--- src/rtl/micro_sequencer_if.sv ---
// Bundle of the sequencer's data/status signals; clk and reset stay plain ports.
// The bench drives through the master modport and the sequencer uses the slave modport.
interface micro_sequencer_if #(
  parameter int UADDR_W     = 5,
  parameter int CW_W        = 31,
  parameter int NUM_DISP    = 3,
  parameter int STACK_DEPTH = 2
);
  localparam int DEPTH_W = $clog2(STACK_DEPTH + 1);

  logic                         stall;
  logic                         overflow;
  logic [NUM_DISP*UADDR_W-1:0]  disp_addr;
  logic [NUM_DISP-1:0]          disp_valid;
  logic [CW_W+UADDR_W+2:0]      udata;
  logic [UADDR_W-1:0]           rom_addr;
  logic [CW_W-1:0]              ctrl_word;
  logic                         exc_valid;
  logic [1:0]                   exc_code;
  logic [DEPTH_W-1:0]           depth;

  modport master (
    output stall, overflow, disp_addr, disp_valid, udata,
    input  rom_addr, ctrl_word, exc_valid, exc_code, depth
  );

  modport slave (
    input  stall, overflow, disp_addr, disp_valid, udata,
    output rom_addr, ctrl_word, exc_valid, exc_code, depth
  );
endinterface

--- src/rtl/micro_sequencer.sv ---
// Microprogram sequencer: uPC, dispatch tables, bounded micro-return stack and
// exception redirection with a registered cause code and one-cycle pulse.
module micro_sequencer #(
  parameter int UADDR_W     = 5,
  parameter int CW_W        = 31,
  parameter int NUM_DISP    = 3,
  parameter int STACK_DEPTH = 2,
  parameter int EXC_ADDR    = 27
) (
  input  logic               clk,
  input  logic               reset,
  micro_sequencer_if.slave   bus
);
  localparam int DEPTH_W = $clog2(STACK_DEPTH + 1);
  // Stack array sized to the full index range so r_depth indexes it directly.
  localparam int SLOTS   = 1 << DEPTH_W;

  typedef enum logic [2:0] {
    SEQ_FETCH  = 3'd0,
    SEQ_NEXT   = 3'd1,
    SEQ_DISP0  = 3'd2,
    SEQ_DISP1  = 3'd3,
    SEQ_DISP2  = 3'd4,
    SEQ_CALL   = 3'd5,
    SEQ_RET    = 3'd6,
    SEQ_CHKOVF = 3'd7
  } seq_e;

  logic [UADDR_W-1:0] r_upc;
  logic [DEPTH_W-1:0] r_depth;
  logic               r_exc_valid;
  logic [1:0]         r_exc_code;
  logic [UADDR_W-1:0] r_stack [SLOTS];

  seq_e               w_seq;
  logic [UADDR_W-1:0] w_target;
  logic [CW_W-1:0]    w_ctrl;
  logic [UADDR_W-1:0] w_upc_inc;
  logic [DEPTH_W-1:0] w_top;
  logic [2:0]         w_disp_n;
  logic               w_disp_ok;
  logic [UADDR_W-1:0] w_disp_tgt;
  logic [UADDR_W-1:0] w_next_upc;
  logic               w_exc;
  logic [1:0]         w_exc_code;
  logic               w_push;
  logic               w_pop;

  assign w_seq     = seq_e'(bus.udata[2:0]);
  assign w_target  = bus.udata[UADDR_W+2:3];
  assign w_ctrl    = bus.udata[CW_W+UADDR_W+2:UADDR_W+3];
  assign w_upc_inc = r_upc + UADDR_W'(1);
  assign w_top     = r_depth - DEPTH_W'(1);
  assign w_disp_n  = bus.udata[2:0] - 3'd2;

  assign bus.rom_addr  = r_upc;
  assign bus.ctrl_word = bus.stall ? {CW_W{1'b0}} : w_ctrl;
  assign bus.exc_valid = r_exc_valid;
  assign bus.exc_code  = r_exc_code;
  assign bus.depth     = r_depth;

  // Select the dispatch table named by the seq code, if it exists and is valid.
  always_comb begin
    w_disp_ok  = 1'b0;
    w_disp_tgt = {UADDR_W{1'b0}};
    for (int k = 0; k < NUM_DISP; k++) begin
      w_disp_ok  = w_disp_ok | ((w_disp_n == 3'(k)) & bus.disp_valid[k]);
      w_disp_tgt = (w_disp_n == 3'(k)) ? bus.disp_addr[k*UADDR_W +: UADDR_W] : w_disp_tgt;
    end
  end

  // Next-address and exception decode for the current microword.
  always_comb begin
    w_next_upc = {UADDR_W{1'b0}};
    w_exc      = 1'b0;
    w_exc_code = 2'd0;
    w_push     = 1'b0;
    w_pop      = 1'b0;
    case (w_seq)
      SEQ_FETCH: w_next_upc = {UADDR_W{1'b0}};
      SEQ_NEXT:  w_next_upc = w_upc_inc;
      SEQ_DISP0, SEQ_DISP1, SEQ_DISP2: begin
        if (w_disp_ok) begin
          w_next_upc = w_disp_tgt;
        end else begin
          w_next_upc = UADDR_W'(EXC_ADDR);
          w_exc      = 1'b1;
          w_exc_code = 2'd1;
        end
      end
      SEQ_CALL: begin
        if (r_depth == DEPTH_W'(STACK_DEPTH)) begin
          w_next_upc = UADDR_W'(EXC_ADDR);
          w_exc      = 1'b1;
          w_exc_code = 2'd3;
        end else begin
          w_next_upc = w_target;
          w_push     = 1'b1;
        end
      end
      SEQ_RET: begin
        if (r_depth == DEPTH_W'(0)) begin
          w_next_upc = UADDR_W'(EXC_ADDR);
          w_exc      = 1'b1;
          w_exc_code = 2'd3;
        end else begin
          w_next_upc = r_stack[w_top];
          w_pop      = 1'b1;
        end
      end
      SEQ_CHKOVF: begin
        if (bus.overflow) begin
          w_next_upc = UADDR_W'(EXC_ADDR);
          w_exc      = 1'b1;
          w_exc_code = 2'd2;
        end else begin
          w_next_upc = w_target;
        end
      end
      default: w_next_upc = {UADDR_W{1'b0}};
    endcase
  end

  // Sequencer state: stall freezes everything and suppresses the exception pulse.
  always_ff @(posedge clk or posedge reset) begin
    if (reset) begin
      r_upc       <= {UADDR_W{1'b0}};
      r_depth     <= {DEPTH_W{1'b0}};
      r_exc_valid <= 1'b0;
      r_exc_code  <= 2'd0;
      for (int i = 0; i < SLOTS; i++) begin
        r_stack[i] <= {UADDR_W{1'b0}};
      end
    end else if (bus.stall) begin
      r_exc_valid <= 1'b0;
    end else begin
      r_upc       <= w_next_upc;
      r_exc_valid <= w_exc;
      if (w_exc) begin
        r_exc_code <= w_exc_code;
      end
      if (w_push) begin
        r_stack[r_depth] <= w_upc_inc;
        r_depth          <= r_depth + DEPTH_W'(1);
      end else if (w_pop) begin
        r_depth <= w_top;
      end
    end
  end
endmodule

--- src/flat_wrapper.sv ---
// flat-port wrapper written by rule: the top's interface ports become plain ports
module micro_sequencer_flat 
#(
  parameter int UADDR_W     = 5,
  parameter int CW_W        = 31,
  parameter int NUM_DISP    = 3,
  parameter int STACK_DEPTH = 2,
  parameter int EXC_ADDR    = 27
)
  (clk, reset, bus_stall, bus_overflow, bus_disp_addr, bus_disp_valid, bus_udata, bus_rom_addr, bus_ctrl_word, bus_exc_valid, bus_exc_code, bus_depth);
  micro_sequencer_if #(.UADDR_W(UADDR_W), .CW_W(CW_W), .NUM_DISP(NUM_DISP), .STACK_DEPTH(STACK_DEPTH)) bus_i ();
  input  logic clk;
  input  logic reset;
  input wire logic [$bits(bus_i.stall)-1:0] bus_stall;
  input wire logic [$bits(bus_i.overflow)-1:0] bus_overflow;
  input wire logic [$bits(bus_i.disp_addr)-1:0] bus_disp_addr;
  input wire logic [$bits(bus_i.disp_valid)-1:0] bus_disp_valid;
  input wire logic [$bits(bus_i.udata)-1:0] bus_udata;
  output wire logic [$bits(bus_i.rom_addr)-1:0] bus_rom_addr;
  output wire logic [$bits(bus_i.ctrl_word)-1:0] bus_ctrl_word;
  output wire logic [$bits(bus_i.exc_valid)-1:0] bus_exc_valid;
  output wire logic [$bits(bus_i.exc_code)-1:0] bus_exc_code;
  output wire logic [$bits(bus_i.depth)-1:0] bus_depth;
  assign bus_i.stall = bus_stall;
  assign bus_i.overflow = bus_overflow;
  assign bus_i.disp_addr = bus_disp_addr;
  assign bus_i.disp_valid = bus_disp_valid;
  assign bus_i.udata = bus_udata;
  assign bus_rom_addr = bus_i.rom_addr;
  assign bus_ctrl_word = bus_i.ctrl_word;
  assign bus_exc_valid = bus_i.exc_valid;
  assign bus_exc_code = bus_i.exc_code;
  assign bus_depth = bus_i.depth;
  micro_sequencer #(.UADDR_W(UADDR_W), .CW_W(CW_W), .NUM_DISP(NUM_DISP), .STACK_DEPTH(STACK_DEPTH), .EXC_ADDR(EXC_ADDR)) u_core (.clk(clk), .reset(reset), .bus(bus_i));
endmodule
--- config.mk ---
export PLATFORM = sky130hd
export DESIGN_NAME = micro_sequencer_flat
export DESIGN_NICKNAME = d
export VERILOG_FILES = /design/src/rtl/micro_sequencer_if.sv /design/src/rtl/micro_sequencer.sv /design/src/flat_wrapper.sv
export SDC_FILE = /design/constraint.sdc
export NUM_CORES = 1
export LEC_CHECK = 0
export CAP_MARGIN = 20
export CORE_MARGIN = 4
export CORE_UTILIZATION = 40
export CTS_CLUSTER_DIAMETER = 100
export DETAILED_ROUTE_END_ITERATION = 12
export PLACE_DENSITY = 0.9
export SLEW_MARGIN = 20
export SYNTH_ARGS = -nofsm -noshare
export SYNTH_HDL_FRONTEND = slang
export SYNTH_SLANG_ARGS = --single-unit
--- constraint.sdc ---
create_clock -name clk -period 2.9 [get_ports clk]
set_input_delay 0.435 -clock clk [delete_from_list [all_inputs] [get_ports clk]]
set_output_delay 0.435 -clock clk [all_outputs]
set_load 0.005 [all_outputs]
## Word-level counts from Yosys, hierarchy flattened

Index checks and enable logic that the tools add are counted.

| word-level totals | value |
|---|---|
| flip-flop bits (word level) | 30 |
| input bits | 61 |
| output and inout bits | 41 |

| operators by class | value |
|---|---|
| add/sub/neg operators | 4 |
| $lt $le $gt $ge | 3 |
| equality and inequality tests | 10 |
| multiplexer cells | 32 |
| bitwise logic cells | 8 |
| reduce and logical (&&, ||, !) cells | 9 |

Operator list:

| operator | number |
|---|---|
| $mux 5 | 10 |
| $mux 31 | 1 |
| $pmux 5 s6 | 1 |
| $bwmux 20 | 1 |
| $eq 3x3->1 const B | 4 |
| $bmux 5 s2 | 1 |
| $demux 5 s2 | 1 |
| $mux 1 | 10 |
| $mux 2 | 5 |
| $eq 3x2->1 const B | 3 |
| $pmux 2 s4 | 1 |
| $eq 3x1->1 const B | 2 |
| $ge 3x3->1 const B | 2 |
| $logic_not 3->1 | 2 |
| $not 2->3 | 2 |
| $reduce_and 2->1 | 3 |
| $add 5x1->5 const B | 1 |
| $pmux 1 s4 | 1 |
| $and 1x1->1 | 3 |
| $lt 3x1->1 const B | 1 |
| $reduce_or 3->1 | 1 |
| $sub 3x2->3 const B | 1 |
| $add 2x1->2 const B | 1 |
| $eq 2x2->1 const B | 1 |
| other kinds (6) | 7 |

## Longest topological paths before layout

Gate-level depths: netlist of run 1.

| logic depth | value |
|---|---|
| depth in word-level cells | 8 |
| depth in mapped cells | 8 |
| gate-level depth less buffers | 6 |

## Worst setup path after synthesis of run 1

No wires, ideal clock.

| timing | value |
|---|---|
| kind | register to register |
| start | register u_core.r_depth[0] (netlist: u_core.bus.depth[0]) |
| end | register u_core.r_upc[2] (netlist: u_core.bus.rom_addr[2]) |
| library setup time | 0.126 ns |
| data arrival time | 1.981 ns |
| path slack | 0.793 ns |
| stages on the path, launching flop included | 9 |
| cells stage by stage | dfrtp_1 buf_6 inv_1 ha_1 buf_2 mux4_2 nand2_1 o211ai_1 a221o_1 |

| on the way | value |
|---|---|
| cells in the longest elaborated chain, start to end | 7 |
| elaborated cells on any way between the ends | 10 |

Ends and longest elaborated chain:

| item | line | source |
|---|---|---|
| from (decl) | micro_sequencer.sv:30 | `logic [DEPTH_W-1:0] r_depth;` |
| from (signal assigned) | micro_sequencer.sv:128 | `r_depth <= {DEPTH_W{1'b0}};` |
| from (signal assigned) | micro_sequencer.sv:144 | `r_depth <= r_depth + DEPTH_W'(1);` |
| from (signal assigned) | micro_sequencer.sv:146 | `r_depth <= w_top;` |
| $sub 2x1->2 | micro_sequencer.sv:53 | `assign w_top = r_depth - DEPTH_W'(1);` |
| named net u_core.w_top[0] | micro_sequencer.sv:39 | `logic [DEPTH_W-1:0] w_top;` |
| $not 2->3 (not written as such) | micro_sequencer.sv:107 | `w_next_upc = r_stack[w_top];` |
| $bmux 5 s2 | micro_sequencer.sv:107 |  |
| $mux 5 (not written as such) (2 in a row) | micro_sequencer.sv:107 |  |
| $mux 5 | micro_sequencer.sv:102 | `if (r_depth == DEPTH_W'(0)) begin` |
| $pmux 5 s6 | micro_sequencer.sv:79 | `case (w_seq)` |
| to (signal assigned) | micro_sequencer.sv:127 | `r_upc <= {UADDR_W{1'b0}};` |
| to (signal assigned) | micro_sequencer.sv:137 | `r_upc <= w_next_upc;` |
| to (decl) | micro_sequencer.sv:29 | `logic [UADDR_W-1:0] r_upc;` |

The timed path passes the listed nets, and every way through them passes these cells. The select of a mux whose other input is x is not followed.
A chain may end at the register's enable or synchronous reset.

## Worst setup path in the final report of run 1

| timing | value |
|---|---|
| start | input bus_udata[1] |
| end | register u_core.r_exc_code[0] (netlist: u_core.bus.exc_code[0]) |

| on the way | value |
|---|---|
| cells in the longest elaborated chain, start to end | 8 |
| elaborated cells on any way between the ends | 21 |

Ends and longest elaborated chain:

| item | line | source |
|---|---|---|
| from (decl) | flat_wrapper.sv:18 | `input wire logic [$bits(bus_i.udata)-1:0] bus_udata;` |
| $sub 3x2->3 | micro_sequencer.sv:54 | `assign w_disp_n = bus.udata[2:0] - 3'd2;` |
| $eq 3x1->1 / $logic_not 3->1 (equally long branches) | micro_sequencer.sv:67 | `w_disp_ok = w_disp_ok \| ((w_disp_n == 3'(k)) & bus.disp_valid[k]);` |
| $and 1x1->1 | micro_sequencer.sv:67 |  |
| $or 1x1->1 (2 in a row) | micro_sequencer.sv:67 |  |
| $mux 1 | micro_sequencer.sv:83 | `if (w_disp_ok) begin` |
| $pmux 1 s4 | micro_sequencer.sv:79 |  |
| $reduce_and 2->1 (no line) | n/a |  |
| to (signal assigned) | micro_sequencer.sv:140 | `r_exc_code <= w_exc_code;` |
| to (decl) | micro_sequencer.sv:32 | `logic [1:0] r_exc_code;` |

Parallel ways exist; a longest one is shown, timed or not.

==> summary.txt, run 1 <==
Run status
  – Status: complete, no violations

Clock tree
  – Cells resized by post-CTS repair: 0
  – Num CTS Buffers: 5
  – Hold Buf Count CTS: 0
  – Postcts setup bufs: 0
  – Clock-pin slew on the worst setup and hold paths: ~0.06 ns
  – Clock Tree Buf Depth: 2
  – Clk_lat worst skew: 0.29 ns
  – Root buf cell: clkbuf_8
  – # clock sinks: 30
  – CTS tree: yes
  – CTS H-tree lvls: 2

Floorplanning
  – Core area: 4850 um^2
  – Die Y: between 70 and 80 um
  – Die ar.: 6340 um^2
  – Rows: 25
  – Starting Density: a little over two fifths
  – Die width: 79.6 um
  – # IOs: between 100 and 150

Logic synthesis
  – EDFF count, synth: 0
  – Compound-Gate Fraction of Synth Area: 17.0%
  – Fraction of registers with async set/reset: between 90% and 100%
  – Synth unique cells: 48
  – Top cells by area, synth: dfrtp_1 (37%), nor2b_1 (11%), mux4_2 (5.5%)
  – Synth Area in XOR/XNOR: 1.71%
  – Synth Instances: 218
  – Adder-Cell Fraction of Synth Area: 3.05%
  – Largest family of logic cells by synthesized area: simple AND/OR/NAND/NOR gates
  – Area fraction of the dominant cell type after synthesis: 36.6%
  – Yosys warning total: 0
  – Multiplexer share of the synthesized area: 9.33%
  – Syn nets: 284
  – Register bit count reported by yosys: 30
  – Sequential area share after synthesis: between 30% and 40%
  – Synth Area per Inst: approximately 9.4 um^2
  – Simple-gate area share of the yosys netlist: about a quarter
  – Top_reg_cell synth: dfrtp_1
  – Area leader, netlist: dfrtp_1
  – Post-synthesis cell area: 2050 um^2

Worst setup path
  – CP required: between 3 and 4 ns
  – Worst setup SP type: input port
  – Setup CP Type: in2reg
  – Slowest cell on crit path: clkdlybuf4s50_1
  – Critical path arrival: 2.47 ns
  – Crit-path max cell delay: 0.91 ns
  – Buf/Inv on CP: 1
  – Worst-path maximum fanout: 19
  – Worst setup EP type: flip-flop
  – Crit-path cells: clkdlybuf4s50_1 -> mux2i_1 -> o21a_1 -> a21oi_2 -> mux2_4
  – Cell family with most CP delay: buffers and inverters

STA
  – Fin. Hold Viols: 0
  – Fmax achieved: 0.435 GHz
  – Final Setup Violations: 0
  – Max Slew Vio Count: 0
  – Worst Tran Pin Value: 0.681 ns
  – Worst clock skew: 0.00259 ns
  – Worst slew margin: 54.4%
  – Setup TNS: 0 ns
  – Final period util: slightly below 80%
  – Unrepaired setup endpoints after global routing: no
  – Crit path time final: 2.30 ns

Global route
  – Vias in the first global route: about 2.0k
  – Total global-route track usage: between 20% and 30%
  – Remaining global-route overflow: 0
  – First-pass GRT wire length: around 10000 um
  – Largest net degree at the start of global routing: 33
  – Initial antenna violation count: 0

Pwr
  – Pwr per Cell Area: approximately 600 nW/um^2
  – P_leak: 1.32 nW
  – Peak supply drop: ~0.00035 V

Detailed routing
  – Via-per-instance ratio: ~5.1
  – Vias: between 1.5k and 2k
  – Detail Route Antenna Nets: 0
  – Drt drc: 0
  – Avg WL per Cell: 17.2 um
  – DRT iter0 DRCs: 178
  – Drt pass-1 iters: 4
  – WL final: 6540 um

Cells and area
  – Fin nets: 379
  – Area growth, synth to finish: 57.1%
  – Diode count: 0
  – # fillers: 379
  – Layout cells sized above 1: 9.55%
  – Non-Filler Instances: 381

Placement
  – Dpl hpwl: 5040 um
  – Final Wtd Congestion: 0.864
  – Port bufs: 101
  – Cell count after placement: 373

Flow run
  – Max-cap violation count: 0

Hold path
  – Hold Path Class: reg2reg
[final cells by class]
| type | instances | area, um^2 | share of cell area, % |
|---|---|---|---|
| Timing Repair Buffer | 106 | 1050 | 32.5 |
| Sequential cell | 30 | 751 | 23.3 |
| Tap cell | 67 | 83.8 | 2.60 |
| Clock buffer | 6 | 82.6 | 2.56 |
| Clock inverter | 2 | 60.1 | 1.86 |
| Inverter | 13 | 48.8 | 1.51 |
| Multi-Input combinational cell | 157 | 1150 | 35.6 |
[logic make-up (layout without fill, tap and decap cells)]
family / after synthesis / count (layout)
adder cells (fa/ha/maj): 5 / 5
XOR/XNOR: 4 / 4
multiplexers: 12 / 12
AO/OA/AOI/OAI: 51 / 51
buffers and inverters: 31 / 127
AND/OR/NAND/NOR: 85 / 85
flip-flops: 30 / 30
[per-layer routing]
layer / track usage, % / share of wire (%)
met2: 32.6 / 50
met1: 26.9 / 41
met4: 6.70 / 1.8
met5: 0 / 0
met3: 5.76 / 6.8
[power breakdown]
part / leakage, nW / internal, mW / switching (mW) / total (mW)
clock: 0.0714 / 0.366 / 0.164 / 0.530
sequential: 0.394 / 0.543 / 0.0895 / 0.632
combinational: 0.851 / 0.436 / 0.330 / 0.765
[path summary, 6_finish.rpt]
check / from / endpoint / slack (ns) / cells past startpoint
min in group asynchronous: reset / u_core.bus.rom_addr[4] / 0.53 / 3
min: u_core.r_stack[6] / u_core.r_stack[6] / 0.38 / 0
max reg2reg: u_core.bus.depth[1] / u_core.bus.rom_addr[2] / 0.62 / 6
min reg2reg: u_core.r_stack[6] / u_core.r_stack[6] / 0.38 / 0
max in group asynchronous: reset / u_core.bus.exc_code[0] / 2.10 / 3
max: bus_udata[1] / u_core.bus.exc_code[0] / 0.60 / 5
[Yosys cell counts (all sizes together), types with 2 or more instances]
cell type,instances
and2,3
ha,5
a32oi,2
dfrtp,30
or3b,2
o211ai,3
nor4b,2
buf,8
o21a,2
o21ai,18
xor2,2
nor2b,36
mux2i,3
a211oi,3
inv,13
a221o,3
mux4,5
nor2,4
a22o,2
mux2,4
a22oi,2
o2111ai,2
nand3,7
a21oi,7
clkbuf,10
and4bb,2
nand2,19
xnor2,2
and3b,2
o32ai,2
nand3b,2
[sequential cells by signal, summed over array words and instances, names as in the netlist]
name and flops:
u_core.bus.exc_code 2, u_core.bus.depth 2, u_core.bus.rom_addr 5, u_core.bus.exc_valid 1
u_core.r_stack 20
[stage by stage]
stage / util, % / total power [mW] / hold WS [ns] / worst slack, ns / area (um^2)
2_1_floorplan: - / 1.07 / 0.424 / 0.793 / 2050
3_3_place_gp: 63.5 / 1.37 / 0.360 / 0.440 / 3080
3_5_place_dp: 63.5 / 1.40 / 0.364 / 0.357 / 3080
4_1_cts: 66.5 / 1.94 / 0.379 / 0.597 / 3220
5_1_grt: 66.5 / 2.04 / 0.381 / 0.478 / 3220
6_report: 66.5 / 1.93 / 0.377 / 0.600 / 3220
[layout by cell type, fill, tap and decap left out, drive strengths merged, types with 4 or more instances in the layout]
master	instances
clkbuf	6
ha	5
a21oi	7
inv	13
nor2b	36
o21ai	18
mux2	4
nand2	19
buf	5
dfrtp	30
clkdlybuf4s50	101
nor2	4
nand3	7
mux4	5
(Power assumes the default switching activity.)
==> run 2: changes to the inputs <==
Clock period 2.9 ns to 2.35 ns, I/O delays scaled along.
==> summary.txt, run 2 (synthesis results as in run 1) <==
Placement
  – Dpl hpwl: 5380 um
  – Cell count after placement: 383
  – Final Wtd Congestion: 0.930
  – Port bufs: 101

Worst setup path
  – Crit-path cells: clkdlybuf4s50_1 -> buf_12 -> nor2b_1 -> clkdlybuf4s50_1
  – CP required: 2.00 ns
  – RR Startpoint: u_core.bus.depth[1]
  – Buf/Inv on CP: 3
  – Worst R2R Path Depth: 6
  – Worst setup SP type: input port
  – Critical path arrival: 1.71 ns
  – Cell family with most CP delay: buffers and inverters
  – Setup CP Type: in2out
  – R2R Path End: u_core.bus.rom_addr[2]
  – Cell repeated most along the worst path: clkdlybuf4s50_1
  – Crit-path max cell delay: 0.54 ns
  – Worst R2R Setup Slack: 0.29 ns
  – Slowest cell on crit path: clkdlybuf4s50_1
  – Worst-path maximum fanout: 40
  – Worst setup EP type: output pin

STA
  – Worst slew margin: roughly 70%
  – Final Setup Violations: 0
  – Worst Tran Pin Value: 0.457 ns
  – Setup TNS: 0 ns
  – Crit path time final: 2.07 ns
  – Fin. Hold Viols: 0
  – Unrepaired setup endpoints after global routing: no
  – Final period util: 87.9%
  – Max Slew Vio Count: 0
  – Worst clock skew: 0.00399 ns
  – Fmax achieved: 0.484 GHz
  – Min Hold Slack: 0.372 ns

Cells and area
  – Most common cell after layout, fill and taps aside: clkdlybuf4s50_1
  – Max reg flops: 20
  – Top reg by flops: u_core.r_stack
  – Area growth, synth to finish: 59.6%
  – Core Util, Final: 67.6%
  – Layout cells sized above 1: 12.3%
  – Most frequent cells in the layout: clkdlybuf4s50_1 (101), nor2b_1 (36), dfrtp_1 (30)
  – Non-Filler Instances: between 300 and 400
  – Fin nets: 389
  – Diode count: 0

Detailed routing
  – WL final: 6610 um
  – Drt drc: 0
  – Via-per-instance ratio: 5.18
  – Detail Route Antenna Nets: 0
  – Avg WL per Cell: 16.9 um
  – Vias: 2025
  – Drt pass-1 iters: 4
  – DRT iter0 DRCs: 171

Global route
  – Initial antenna violation count: 0
  – Vias in the first global route: roughly 2.1k
  – First-pass GRT wire length: 10300 um
  – Largest net degree at the start of global routing: 41
  – Remaining global-route overflow: 0
  – Total global-route track usage: 20.6%

Pwr
  – Total Power: between 2 and 2.5 mW
  – Peak supply drop: between 0.0003 and 0.0004 V
  – Pwr per Cell Area: 680 nW/um^2
  – P_leak: 1.35 nW

Hold path
  – WHS Endpoint: u_core.r_stack[8]
  – Min-delay src: u_core.r_stack[8]
  – Hold Path Stages: 0
  – Hold Path Class: reg2reg

Floorplanning
  – Core area: approximately 4800 um^2
  – Die Y: 79.6 um
  – Starting Density: 42.3%
  – Die ar.: 6340 um^2
  – # IOs: 102
  – Rows: 25
  – Die width: about 80 um

Clock tree
  – Num CTS Buffers: 5
  – CTS H-tree lvls: 2
  – Postcts setup bufs: 0
  – Clock Tree Buf Depth: 2
  – Cells resized by post-CTS repair: 0
  – Clk_lat worst skew: 0.29 ns
  – # clock sinks: 30
  – Clock-pin slew on the worst setup and hold paths: 0.06 ns
  – Root buf cell: clkbuf_8
  – CTS tree: yes
  – Hold Buf Count CTS: 0

Run status
  – Status: complete, no violations

Flow run
  – Max-cap violation count: 0
[run 2: cell count changes in the layout (fill, tap and decap cells not counted)]
cell,delta
buf_12,+2
clkinvlp_4,+1
buf_4,+8
bufinv_16,-2
clkinv_2,+1
[run 2: worst max path at each step]
stage / startpoint / to / slack (ns) / cells after the start
detailed placement: bus_udata[1] / u_core.bus.exc_code[0] / 0.13 / 5
finish: bus_stall / bus_ctrl_word[12] / 0.28 / 4
CTS: u_core.bus.depth[1] / u_core.bus.rom_addr[2] / 0.27 / 6
floorplan: u_core.bus.depth[0] / u_core.bus.rom_addr[2] / 0.24 / 8
global route: u_core.bus.depth[1] / u_core.bus.rom_addr[2] / 0.20 / 6
global placement: bus_udata[1] / u_core.bus.rom_addr[3] / 0.20 / 6
[run 2: metal layers]
metal | track usage (%) | part of all wire [%]
met2 | 35.3 | 52
met3 | 4.74 | 6.1
met1 | 25.9 | 41
met5 | 0 | 0
met4 | 5.33 | 1.2
[run 2: per-stage QoR]
step	setup slack, ns	cell area [um^2]
floorplan	0.243	2050
global placement	0.203	3180
detailed placement	0.126	3180
CTS	0.269	3280
global route	0.196	3280
finish	0.283	3280
[run 2: layout make-up]
cell class / instances / area, um^2
inverter: 13 / 48.8
timing repair buffer: 116 / 1150
tap: 67 / 83.8
sequential: 30 / 751
clock inverter: 2 / 12.5
clock buffer: 6 / 82.6
multi-input combinational: 157 / 1150
fill: 379 / 1570
[run 2: worst reg2reg max path, delay by kind of cell (launching register included)]
kind / cells / cell delay, ns
AOI/OAI and AO/OA: 2 / 0.42
adders and majority gates: 1 / 0.46
buffers and inverters: 1 / 0.08
DFF: 1 / 0.35
muxes: 1 / 0.55
and+or+nand+nor: 1 / 0.10
[run 2: report_power, final]
part	total, mW	switching, mW	internal, mW	leakage [nW]
clock	0.439	0.204	0.235	0.0472
sequential	0.774	0.105	0.670	0.394
combinational	1.01	0.432	0.583	0.907
==> run 3: changes to the inputs <==
Settings changed: REMOVE_ABC_BUFFERS set to 1.
==> summary.txt, run 3 (synthesis results as in run 1) <==
Global route
  – Vias in the first global route: 1967
  – Most used routing layer: met2
  – Remaining global-route overflow: 0
  – Total global-route track usage: 20.0%
  – First-pass GRT wire length: around 10000 um
  – Met1 Resource Use GR: 25.2%
  – Initial antenna violation count: 0
  – Largest net degree at the start of global routing: 41
  – Met2 usage: 34.3%
  – Met3 usage: under 10%

Detailed routing
  – DRT iter0 DRCs: 125
  – Drt drc: 0
  – Vias: roughly 2k
  – WL final: 6310 um
  – Drt pass-1 iters: 4
  – Via-per-instance ratio: 5.11
  – Avg WL per Cell: 16.2 um
  – Detail Route Antenna Nets: 0

Worst setup path
  – Crit-path cells: inv_1 -> ha_1 -> mux4_2 -> nand2_1 -> o211ai_1 -> a221o_1
  – RR Startpoint: u_core.bus.depth[1]
  – Worst setup SP type: flip-flop
  – Critical path arrival: 2.26 ns
  – Worst-path maximum fanout: 6
  – Worst R2R Setup Slack: 0.27 ns
  – Worst R2R Path Depth: 6
  – CP required: 2.52 ns
  – Crit-path max cell delay: 0.52 ns
  – Slowest cell on crit path: mux4_2
  – Worst setup EP type: flip-flop
  – Setup CP Type: reg2reg
  – R2R Path End: u_core.bus.rom_addr[2]

Placement
  – Final Wtd Congestion: 0.906
  – Dpl hpwl: 5000 um
  – Placed inst area: ~3200 um^2
  – Port bufs: between 100 and 150

Clock tree
  – Postcts setup bufs: 0
  – CTS H-tree lvls: 2
  – Clk_lat worst skew: 0.28 ns
  – # clock sinks: 30
  – Cells resized by post-CTS repair: 0
  – Hold Buf Count CTS: 0
  – Clock-pin slew on the worst setup and hold paths: roughly 0.070 ns
  – Clock Tree Buf Depth: 2
  – Num CTS Buffers: 5
  – CTS tree: yes
  – Root buf cell: clkbuf_8

Cells and area
  – # fillers: approximately 360
  – Most common cell after layout, fill and taps aside: clkdlybuf4s50_1
  – Top reg by flops: u_core.r_stack
  – Most frequent cells in the layout: clkdlybuf4s50_1 (101), nor2b_1 (36), dfrtp_1 (30)
  – Diode count: 0
  – Max reg flops: 20
  – Layout cells sized above 1: between 10% and 20%
  – Fin nets: around 390
  – Area growth, synth to finish: 59.9%
  – Fin area: about 3300 um^2

Hold path
  – Hold Path Stages: 0
  – Min-delay src: u_core.r_stack[8]
  – Hold Path Class: reg2reg
  – WHS Endpoint: u_core.r_stack[8]

STA
  – Fmax achieved: just under 0.5 GHz
  – Final period util: 88.6%
  – Final Setup Violations: 0
  – Worst Tran Pin Value: 0.450 ns
  – Worst clock skew: 0.0109 ns
  – Setup TNS: 0 ns
  – Crit path time final: 2.08 ns
  – Fin. Hold Viols: 0
  – Worst slew margin: 69.7%
  – Max Slew Vio Count: 0
  – Unrepaired setup endpoints after global routing: no

Flow run
  – Max-cap violation count: 0

Floorplanning
  – Die ar.: 6340 um^2
  – Starting Density: 42.3%
  – Die width: 79.6 um
  – Core area: 4850 um^2
  – # IOs: between 100 and 150
  – Rows: 25
  – Die Y: approximately 80 um

Pwr
  – Comb pwr share: 44.8%
  – Pwr per Cell Area: 672 nW/um^2
  – P_int: 1.48 mW
  – P_leak: 1.35 nW
  – Sequential share of power: 35.7%
  – Clock network power share: between 10% and 20%
  – Net Sw Power: between 0.7 and 0.8 mW
  – Total Power: 2.20 mW
  – Peak supply drop: about 0.00033 V
  – Net Sw Frac: 32.8%

Run status
  – Status: complete, no violations
==> run 3: changes by cell type in the layout (fill, tap and decap cells not counted), sizes merged <==
cell and delta:
buf -1
==> run 3: worst max-delay path by stage <==
stage,slack (ns),to,start,cells past startpoint
finish,0.27,u_core.bus.rom_addr[2],u_core.bus.depth[1],6
global route,0.17,u_core.bus.rom_addr[2],u_core.bus.depth[1],6
CTS,0.27,u_core.bus.rom_addr[2],u_core.bus.depth[1],6
detailed placement,0.22,u_core.bus.exc_code[0],bus_udata[0],6
global placement,0.25,u_core.bus.exc_code[0],bus_udata[2],6
floorplan,0.17,u_core.bus.rom_addr[2],u_core.bus.depth[0],6
==> run 3: layout make-up <==
class | instances | area [um^2] | share of cell area, %
Inverter | 13 | 48.8 | 1.49
Sequential cell | 30 | 751 | 22.9
Multi-Input combinational cell | 157 | 1150 | 35.0
Clock buffer | 6 | 82.6 | 2.52
Clock inverter | 2 | 12.5 | 0.381
Tap cell | 67 | 83.8 | 2.56
Timing Repair Buffer | 115 | 1150 | 35.2
==> run 3: stage by stage <==
step	cells	hold slack, ns	util, %	setup slack, ns
finish	390	0.372	67.7	0.267
global route	390	0.391	67.7	0.166
CTS	390	0.378	67.7	0.269
detailed placement	382	0.363	65.7	0.219
global placement	382	0.362	65.7	0.248
floorplan	200	0.349	-	0.168
==> run 3: power by group through the flow <==
stage	combinational, mW	clock, mW	sequential, mW
after floorplan	0.491	0	0.782
after global placement	0.957	0	0.774
after detailed placement	0.989	0	0.790
after CTS	0.994	0.437	0.782
after global routing	1.09	0.461	0.806
final	0.988	0.429	0.787
==> run 3: critical path: cells and delay by family (launching register included) <==
family	cells	cell delay, ns
compound gates	2	0.44
fa+ha+maj	1	0.36
buf+inv	1	0.11
flops	1	0.43
mux	1	0.52
simple gates	1	0.12
==> run 3: per-layer routing <==
| metal | part of all wire (%) | vias to the layer above |
|---|---|---|
| li1 | - | 979 |
| met4 | 1.3 | 0 |
| met2 | 52 | 75 |
| met1 | 41 | 930 |
| met3 | 6.4 | 8 |
| met5 | 0 | - |
